===== config.mk =====
export PLATFORM = sky130hd
export DESIGN_NAME = uart_echo_fifo
export DESIGN_NICKNAME = d
export VERILOG_FILES = /design/src/rtl/uart_echo_fifo.sv
export SDC_FILE = /design/constraint.sdc
export NUM_CORES = 1
export LEC_CHECK = 0
export ABC_AREA = 1
export CAP_MARGIN = 0
export CORE_UTILIZATION = 32
export CTS_CLUSTER_DIAMETER = 80
export DETAILED_ROUTE_END_ITERATION = 8
export GPL_TIMING_DRIVEN = 0
export PLACE_DENSITY = 0.43
export SLEW_MARGIN = 20
export SYNTH_ARGS = -nofsm -noshare
export SYNTH_HDL_FRONTEND = slang
export SYNTH_SLANG_ARGS = --single-unit

===== constraint.sdc =====
create_clock -name clk -period 5.3 [get_ports clk]
set_clock_uncertainty 0.15 [all_clocks]
set_input_delay 0.795 -clock clk [delete_from_list [all_inputs] [get_ports clk]]
set_output_delay 0.795 -clock clk [all_outputs]
set_load 0.01 [all_outputs]

===== src/rtl/uart_echo_fifo.sv =====
// UART loopback bridge: 2-flop synchronised receiver feeding a circular FIFO that drains into a
// transmitter with the same frame format (configurable data bits, parity and stop bits).
module uart_echo_fifo #(
    parameter int unsigned CLKS_PER_BIT = 868,
    parameter int unsigned DATA_BITS    = 8,
    parameter int unsigned PARITY       = 0,
    parameter int unsigned STOP_BITS    = 1,
    parameter int unsigned FIFO_DEPTH   = 16
) (
    input  logic                          clk,
    input  logic                          reset,
    input  logic                          RxD,
    output logic                          TxD,
    input  logic                          loopback_en,
    output logic [DATA_BITS-1:0]          rx_data,
    output logic                          rx_valid,
    output logic                          parity_err,
    output logic                          frame_err,
    output logic                          overflow,
    output logic [$clog2(FIFO_DEPTH):0]   fifo_count
);

    localparam int unsigned CW = $clog2(CLKS_PER_BIT);
    localparam int unsigned BW = $clog2(DATA_BITS + 1);
    localparam int unsigned AW = $clog2(FIFO_DEPTH);
    localparam logic [CW-1:0] BitEnd  = CW'(CLKS_PER_BIT - 1);
    localparam logic [CW-1:0] HalfEnd = CW'(CLKS_PER_BIT / 2 - 1);
    localparam logic [BW-1:0] LastBit = BW'(DATA_BITS - 1);
    localparam logic          LastStop = 1'(STOP_BITS - 1);

    typedef enum logic [2:0] {RxIdle, RxStart, RxData, RxParity, RxStop, RxWait} rx_state_e;
    typedef enum logic [2:0] {TxIdle, TxStart, TxData, TxParity, TxStop} tx_state_e;

    function automatic logic calc_par(input logic [DATA_BITS-1:0] w);
        return (PARITY == 1) ? ~^w : ^w;
    endfunction

    logic rxd_meta_q, rxd_sync_q, rxd_prev_q;

    always_ff @(posedge clk) begin
        if (!reset) begin
            rxd_meta_q <= 1'b1;
            rxd_sync_q <= 1'b1;
            rxd_prev_q <= 1'b1;
        end else begin
            rxd_meta_q <= RxD;
            rxd_sync_q <= rxd_meta_q;
            rxd_prev_q <= rxd_sync_q;
        end
    end

    rx_state_e            rx_state_q, rx_state_d;
    logic [CW-1:0]        rx_cnt_q, rx_cnt_d;
    logic [BW-1:0]        rx_bit_q, rx_bit_d;
    logic [DATA_BITS-1:0] rx_shift_q, rx_shift_d, rx_data_q, rx_data_d;
    logic                 rx_par_q, rx_par_d;
    logic                 rx_valid_q, rx_valid_d, perr_q, perr_d, ferr_q, ferr_d;
    logic                 par_bad;

    assign par_bad = (PARITY != 0) && (rx_par_q != calc_par(rx_shift_q));

    always_comb begin
        rx_state_d = rx_state_q;
        rx_cnt_d   = rx_cnt_q + CW'(1);
        rx_bit_d   = rx_bit_q;
        rx_shift_d = rx_shift_q;
        rx_par_d   = rx_par_q;
        rx_data_d  = rx_data_q;
        rx_valid_d = 1'b0;
        perr_d     = 1'b0;
        ferr_d     = 1'b0;
        unique case (rx_state_q)
            RxIdle: begin
                rx_cnt_d = '0;
                if (rxd_prev_q && !rxd_sync_q) rx_state_d = RxStart;
            end
            RxStart: if (rx_cnt_q == HalfEnd) begin
                rx_cnt_d   = '0;
                rx_bit_d   = '0;
                rx_state_d = rxd_sync_q ? RxIdle : RxData;
            end
            RxData: if (rx_cnt_q == BitEnd) begin
                rx_cnt_d   = '0;
                rx_shift_d = {rxd_sync_q, rx_shift_q[DATA_BITS-1:1]};
                rx_bit_d   = rx_bit_q + BW'(1);
                if (rx_bit_q == LastBit) rx_state_d = (PARITY != 0) ? RxParity : RxStop;
            end
            RxParity: if (rx_cnt_q == BitEnd) begin
                rx_cnt_d   = '0;
                rx_par_d   = rxd_sync_q;
                rx_state_d = RxStop;
            end
            RxStop: if (rx_cnt_q == BitEnd) begin
                rx_cnt_d = '0;
                // A low stop bit outranks a parity mismatch and must see the line go idle first.
                if (!rxd_sync_q) begin
                    ferr_d     = 1'b1;
                    rx_state_d = RxWait;
                end else if (par_bad) begin
                    perr_d     = 1'b1;
                    rx_state_d = RxIdle;
                end else begin
                    rx_valid_d = 1'b1;
                    rx_data_d  = rx_shift_q;
                    rx_state_d = RxIdle;
                end
            end
            RxWait: begin
                rx_cnt_d = '0;
                if (rxd_sync_q) rx_state_d = RxIdle;
            end
            default: rx_state_d = RxIdle;
        endcase
    end

    always_ff @(posedge clk) begin
        if (!reset) begin
            rx_state_q <= RxIdle;
            rx_cnt_q   <= '0;
            rx_bit_q   <= '0;
            rx_shift_q <= '0;
            rx_par_q   <= 1'b0;
            rx_data_q  <= '0;
            rx_valid_q <= 1'b0;
            perr_q     <= 1'b0;
            ferr_q     <= 1'b0;
        end else begin
            rx_state_q <= rx_state_d;
            rx_cnt_q   <= rx_cnt_d;
            rx_bit_q   <= rx_bit_d;
            rx_shift_q <= rx_shift_d;
            rx_par_q   <= rx_par_d;
            rx_data_q  <= rx_data_d;
            rx_valid_q <= rx_valid_d;
            perr_q     <= perr_d;
            ferr_q     <= ferr_d;
        end
    end

    // FIFO is written the cycle after rx_valid, from the registered rx_data.
    logic [DATA_BITS-1:0] mem_q [FIFO_DEPTH];
    logic [AW-1:0]        wptr_q, rptr_q;
    logic [AW:0]          count_q, count_d;
    logic                 ovf_q, full, wr_en, tx_pop;

    assign full  = (count_q == (AW+1)'(FIFO_DEPTH));
    assign wr_en = rx_valid_q && (!full || tx_pop);

    always_comb begin
        count_d = count_q;
        if (wr_en && !tx_pop) count_d = count_q + (AW+1)'(1);
        else if (!wr_en && tx_pop) count_d = count_q - (AW+1)'(1);
    end

    always_ff @(posedge clk) begin
        if (reset && wr_en) mem_q[wptr_q] <= rx_data_q;
    end

    always_ff @(posedge clk) begin
        if (!reset) begin
            wptr_q  <= '0;
            rptr_q  <= '0;
            count_q <= '0;
            ovf_q   <= 1'b0;
        end else begin
            if (wr_en) wptr_q <= wptr_q + AW'(1);
            if (tx_pop) rptr_q <= rptr_q + AW'(1);
            count_q <= count_d;
            if (rx_valid_q && full && !tx_pop) ovf_q <= 1'b1;
        end
    end

    tx_state_e            tx_state_q, tx_state_d;
    logic [CW-1:0]        tx_cnt_q, tx_cnt_d;
    logic [BW-1:0]        tx_bit_q, tx_bit_d;
    logic [DATA_BITS-1:0] tx_shift_q, tx_shift_d;
    logic                 tx_par_q, tx_par_d, tx_stop_q, tx_stop_d, txd_q, txd_d;
    logic                 can_pop;

    assign can_pop = loopback_en && (count_q != '0);

    always_comb begin
        tx_state_d = tx_state_q;
        tx_cnt_d   = tx_cnt_q + CW'(1);
        tx_bit_d   = tx_bit_q;
        tx_shift_d = tx_shift_q;
        tx_par_d   = tx_par_q;
        tx_stop_d  = tx_stop_q;
        txd_d      = txd_q;
        tx_pop     = 1'b0;
        unique case (tx_state_q)
            TxIdle: begin
                tx_cnt_d = '0;
                txd_d    = 1'b1;
                if (can_pop) begin
                    tx_pop     = 1'b1;
                    tx_shift_d = mem_q[rptr_q];
                    tx_par_d   = calc_par(mem_q[rptr_q]);
                    tx_state_d = TxStart;
                    txd_d      = 1'b0;
                end
            end
            TxStart: if (tx_cnt_q == BitEnd) begin
                tx_cnt_d   = '0;
                tx_bit_d   = '0;
                tx_state_d = TxData;
                txd_d      = tx_shift_q[0];
            end
            TxData: if (tx_cnt_q == BitEnd) begin
                tx_cnt_d = '0;
                if (tx_bit_q == LastBit) begin
                    tx_stop_d  = 1'b0;
                    tx_state_d = (PARITY != 0) ? TxParity : TxStop;
                    txd_d      = (PARITY != 0) ? tx_par_q : 1'b1;
                end else begin
                    tx_bit_d   = tx_bit_q + BW'(1);
                    tx_shift_d = tx_shift_q >> 1;
                    txd_d      = tx_shift_q[1];
                end
            end
            TxParity: if (tx_cnt_q == BitEnd) begin
                tx_cnt_d   = '0;
                tx_state_d = TxStop;
                txd_d      = 1'b1;
            end
            TxStop: if (tx_cnt_q == BitEnd) begin
                tx_cnt_d = '0;
                if (tx_stop_q != LastStop) begin
                    tx_stop_d = 1'b1;
                end else if (can_pop) begin
                    // Chain straight into the next start bit with no idle gap.
                    tx_pop     = 1'b1;
                    tx_shift_d = mem_q[rptr_q];
                    tx_par_d   = calc_par(mem_q[rptr_q]);
                    tx_state_d = TxStart;
                    txd_d      = 1'b0;
                end else begin
                    tx_state_d = TxIdle;
                    txd_d      = 1'b1;
                end
            end
            default: tx_state_d = TxIdle;
        endcase
    end

    always_ff @(posedge clk) begin
        if (!reset) begin
            tx_state_q <= TxIdle;
            tx_cnt_q   <= '0;
            tx_bit_q   <= '0;
            tx_shift_q <= '0;
            tx_par_q   <= 1'b0;
            tx_stop_q  <= 1'b0;
            txd_q      <= 1'b1;
        end else begin
            tx_state_q <= tx_state_d;
            tx_cnt_q   <= tx_cnt_d;
            tx_bit_q   <= tx_bit_d;
            tx_shift_q <= tx_shift_d;
            tx_par_q   <= tx_par_d;
            tx_stop_q  <= tx_stop_d;
            txd_q      <= txd_d;
        end
    end

    assign TxD        = txd_q;
    assign rx_data    = rx_data_q;
    assign rx_valid   = rx_valid_q;
    assign parity_err = perr_q;
    assign frame_err  = ferr_q;
    assign overflow   = ovf_q;
    assign fifo_count = count_q;

endmodule

* Word level (Yosys, flattened, before mapping) *
Memory sizes are Yosys's and may differ from the RTL's. A register that Yosys moved wholly into a read port is not among the register bits.
Cells that the tools add are included.

word-level totals
  flip-flop bits (word level) = 79
  bits in writable memories = 128
  input bits = 4
  output and inout port bits = 18
  word-level logic and storage cells = 156
  memories = 1

operators by class
  add/subtract/negate cells = 8
  equality and inequality tests = 30
  multiplexer cells = 62
  reductions and logical operators = 35

memories
  memory  depth  bits a word  read ports  clocked after memory_dff  write ports  line  source
  mem_q   16     8            1           1                         1            141   logic [DATA_BITS-1:0] mem_q [FIFO_DEPTH];

operator list
  kind                     number
  $mux W3                  15
  $mux W8                  5
  $mux W10                 3
  $ne A2 B2 Y1 const B     15
  $pmux W10 S3             1
  $mux W4                  7
  $pmux W8 S3              1
  $add A10 B1 Y10 const B  2
  $eq A10 B10 Y1 const B   2
  $pmux W10 S2             1
  $mux W1                  19
  $pmux W3 S6              1
  $add A4 B1 Y4 const B    4
  $pmux W4 S2              2
  $pmux W3 S5              1
  $reduce_and A7 Y1        2
  $eq A3 B2 Y1 const B     4
  $eq A10 B9 Y1 const B    1
  $mux W5                  2
  $reduce_bool A5 Y1       2
  $eq A3 B3 Y1 const B     3
  $reduce_and A3 Y1        3
  $eq A4 B3 Y1 const B     2
  $logic_and A1 B1 Y1      8
  other kinds (19)         29

* Logic depth before layout (Yosys ltp) *
  depth after elaboration = 12
  mapped depth = 20
  gate-level depth less buffers = 20

* Least setup slack after synthesis *
Ideal clock, no wire load.

  kind = input to register
  start = input loopback_en
  end = register count_q[4] (netlist: fifo_count[4])
  setup time = 0.113 ns
  arrival = 2.405 ns
  data required time = 5.037 ns
  path slack = 2.632 ns
  stages = 15
  buffers on the path = 0
  path through = nand2_1 -> nor2_2 -> nand2_4 -> nand2_4 -> nand2_4 -> inv_6 -> ha_1 -> inv_1 -> ha_1 -> a21oi_1 -> nor2_1 -> o21ai_0 -> nand3_1 -> nor2_1 -> nor2_1

on the way
  cells in the longest elaborated chain, start to end = 10
  elaborated cells between the ends (all ways) = 13
  classes of those cells = mux (5); reduce/logical (8)

RTL lines
  what                                 line      source
  start: declaration                   14        input logic loopback_en,
  $logic_and A1 B1 Y1 *                180       assign can_pop = loopback_en && (count_q != '0);
  $mux W1 *                            195, 230
  $mux W1                              228       if (tx_stop_q != LastStop) begin
  $mux W1                              226       TxStop: if (tx_cnt_q == BitEnd) begin
  $pmux W1 S2 *                        191       unique case (tx_state_q)
  $logic_or A1 B1 Y1                   147       assign wr_en = rx_valid_q && (!full || tx_pop);
  $logic_and A1 B1 Y1                  147
  $logic_not A1 Y1                     152       else if (!wr_en && tx_pop) count_d = count_q - (AW+1)'(1);
  $logic_and A1 B1 Y1                  152
  $reduce_bool A2 Y1 (no source line)  n/a
  end signal: assignment               168       count_q <= count_d;
  end: declaration                     143       logic [AW:0] count_q, count_d;

Mark *: on every way between the ends. The rest lies on a longest branch, timed or not.
A chain may end at the register's enable or synchronous reset.

* Worst setup path in the final report *
  start = register rx_data_q[4] (netlist: rx_data[4])
  end = output rx_data[4]

RTL lines
  what                      line  source
  start: declaration        55    logic [DATA_BITS-1:0] rx_shift_q, rx_shift_d, rx_data_q, rx_data_d;
  start signal: assignment  133   rx_data_q <= rx_data_d;
  end: declaration          15    output logic [DATA_BITS-1:0] rx_data,

No word-level cell between the ends.

==> flow_summary_export.csv <==
group,metric,value,unit
clocking,post_cts_buffers,0,
sta,fin_crit,3.125,ns
placement,port_buffers,20,
sta,grt_setup_unrepaired,"no",
worst_setup_path,worstReg2RegStart,"tx_cnt_q[0]",
worst_setup_path,cp_top_family,"flip-flops",
global_routing,grt_first_pass_wirelength,37.07,mm
sta,fin_setup_tns,0,ns
sta,maxSlewViolCount,0,
cells_and_area,final_nets,1091,
placement,hpwl,15.92,mm
power,peakVddDrop,0.0002532,V
clocking,cts-root-buf,"clkbuf_16",
power,intPower,3.166,mW
routing,route.detailed.drc,0,
clocking,path_clk_slew,0.06,ns
die,core.rowCount,62,
power,pwr-share-comb,23.7,%
sta,hold_violations,0,
worst_setup_path,r2r-end,"fifo_count[4]",
yosys,yosys_register_bits,210,
die,core_area,0.02870,sq mm
worst_setup_path,cp.depth,1,
yosys,yosys-top-cells-area,"edfxtp_1 (41%), dfxtp_1 (18%), nand2_1 (11%)",
global_routing,grt_max_degree,19,
yosys,syn_avg_cell_area,9.108,sq um
clocking,max-clock-path-buffers,3,
sta,setup_viol,0,
yosys,synth_edf_count,128,
worst_setup_path,r2r_slack,2.41,ns
worst_setup_path,endpoint_kind,"output port",
routing,wl_per_cell,16.04,um
yosys,yosysWarnings,0,
worst_setup_path,required,4.36,ns
yosys,yosysUniqueCellTypes,45,
yosys,async_flop_share,0,%
routing,ant_nets,0,
clocking,htreeDepth,1,
worst_setup_path,startpoint_type,"flop",
worst_hold_path,hp-class,"flop to flop",
yosys,syn-cell-area,0.009326,sq mm
yosys,synth_seq_area_share,58.81,%
routing,viasPerCell,4.526,
yosys,synthTopCellsByCount,"nand2_1 (266), edfxtp_1 (128), inv_1 (124), nand3_1 (113)",
routing,num_vias,6658,
power,p_leak,4.341,nW
worst_setup_path,max_stage_delay,0.96,ns
die,die_w,172.7,um
run_status,status,"finished clean",
worst_setup_path,startpoint,"rx_data[4]",
yosys,syn_nets,1044,
sta,max-slew-margin-rel,34.21,%
global_routing,grt_pass1_vias,6462,
clocking,clock_latency,0.52,ns
die,dieHeight,172.7,um
worst_setup_path,critical_path_class,"flop to output port",
worst_setup_path,endpoint,"rx_data[4]",
worst_setup_path,crit_path_top_delay_cell,"dfxtp_1",
routing,drt-initial-drc-count,484,
worst_setup_path,worstPathCellList,"clkdlybuf4s50_1",
worst_setup_path,reg2regPathDepth,19,
worst_setup_path,crit_buf_inv,1,
power,p_total,4.634,mW
sta,fmax,0.3200,GHz
clocking,clock_sinks,210,
cells_and_area,areaGrowthSynthToFinish,15.88,%
clocking,cts_tree,"built",
die,io-pin-count,22,
global_routing,grt.total_usage,16.04,%
job,maxCapViolCount,0,
sta,fin_crit_sh,58.96,%
power,p_clk_share,36.5,%
global_routing,grt_overflow,0,
sta,worst_slew_pin_slew,0.9855,ns
yosys,post-synth-top-area-fraction,41.21,%
yosys,synth_top_area_cell,"edfxtp_1",
routing,routed_wl,23.60,mm
power,sequentialPowerShare,39.7,%
cells_and_area,drive_gt1_share,8.096,%
worst_setup_path,cp_max_fo,18,
clocking,cts-hold-fix-buffers,0,
routing,dr.pass1.iters,5,
global_routing,antenna_found_initial,0,
power,p_sw_share,31.68,%
die,die-area,0.02983,sq mm
yosys,synth_cells,1024,
clocking,cts_resized,0,
yosys,synth-main-ff-cell,"edfxtp_1",
placement,place_congestion,0.9136,
cells_and_area,diodes,0,
power,power-per-cell-area,428.8,mW/mm^2
die,start_util,32.49,%
yosys,yosysMostFrequentCell,"nand2_1",
power,p_switching,1.468,mW
worst_setup_path,arrival,2.18,ns
clocking,numCtsBuffers,25,
-- final cells by class --
| cell class | count | area [sq um] |
|---|---|---|
| clock inverters | 10 | 125.1 |
| plain buffers | 36 | 167.7 |
| well taps | 384 | 480.5 |
| flip-flops and latches | 210 | 5485 |
| inverters | 129 | 489.2 |
| multi-input cells | 649 | 3184 |
| fillers | 2954 | 17890 |
| clock buffers | 33 | 675.6 |
| repair buffers | 20 | 200.2 |
-- metrics by stage --
step / hold slack (ns) / setup WS, ns / util (%) / instance area (sq um) / cells
2_1_floorplan: 0.2425 / 2.632 / - / 9326 / 1024
3_3_place_gp: 0.2506 / 1.835 / 34.86 / 10010 / 1428
3_5_place_dp: 0.2514 / 1.867 / 34.86 / 10010 / 1428
4_1_cts: 0.2655 / 2.154 / 37.65 / 10810 / 1471
5_1_grt: 0.2752 / 2.133 / 37.65 / 10810 / 1471
6_report: 0.2629 / 2.175 / 37.65 / 10810 / 1471
-- state kept, by name (all words and copies together) (netlist names), 5 cells and up, named ones only --
signal and cells:
rx_shift_q 8, tx_shift_q 8, rx_cnt_q 10, fifo_count 5
tx_cnt_q 10, rx_data 8, mem_q 128
-- power by group through the flow --
stage	Combinational (mW)	Clock [mW]	Sequential [mW]
2_1_floorplan	0.726	0	1.87
3_3_place_gp	1.11	0	1.88
3_5_place_dp	1.11	0	1.88
4_1_cts	1.11	1.74	1.84
5_1_grt	1.23	1.79	1.85
6_report	1.10	1.69	1.84
-- cell usage in the layout (no fill, tap or decap), types with 20 or more instances in the layout --
| cell | Yosys | layout |
|---|---|---|
| nor2_1 | 82 | 82 |
| a21oi_1 | 51 | 51 |
| nand2_1 | 266 | 266 |
| inv_1 | 124 | 124 |
| clkbuf_16 | 0 | 25 |
| o21ai_0 | 31 | 31 |
| nand3_1 | 113 | 113 |
| clkbuf_1 | 20 | 26 |
| clkdlybuf4s50_1 | 0 | 20 |
| edfxtp_1 | 128 | 128 |
| dfxtp_1 | 82 | 82 |
-- metal layers --
layer / GRT usage (%) / wire length, um / up-vias
li1: - / - / 3446
met1: 23.01 / 11860 / 3054
met2: 24.92 / 10210 / 120
met3: 2.199 / 870 / 38
met4: 5.236 / 655 / 0
met5: 0 / 0 / -
-- kinds of logic (layout without fill, tap and decap cells) --
family          after synthesis  in the layout  synth area share, %
compound gates               97             97                5.608
buf+inv                     165            228                7.043
fa+ha+maj                    16             16                2.227
other cells                   1              1              0.04021
flops                       210            210                58.81
simple gates                524            524                25.23
xor+xnor                     11             11                1.033
-- how the worst min path moves through the flow --
stage                     startpoint    endpoint  cells after the start  slack (ns)
after global placement    rxd_meta_q  rxd_sync_q                      1        0.25
after detailed placement  rxd_meta_q  rxd_sync_q                      1        0.25
after global routing      rxd_meta_q  rxd_sync_q                      1        0.28
after CTS                 rxd_meta_q  rxd_sync_q                      1        0.27
final                     rxd_meta_q  rxd_sync_q                      1        0.26
after floorplan           rxd_meta_q  rxd_sync_q                      1        0.24
Power figures use the tool's default switching activity.
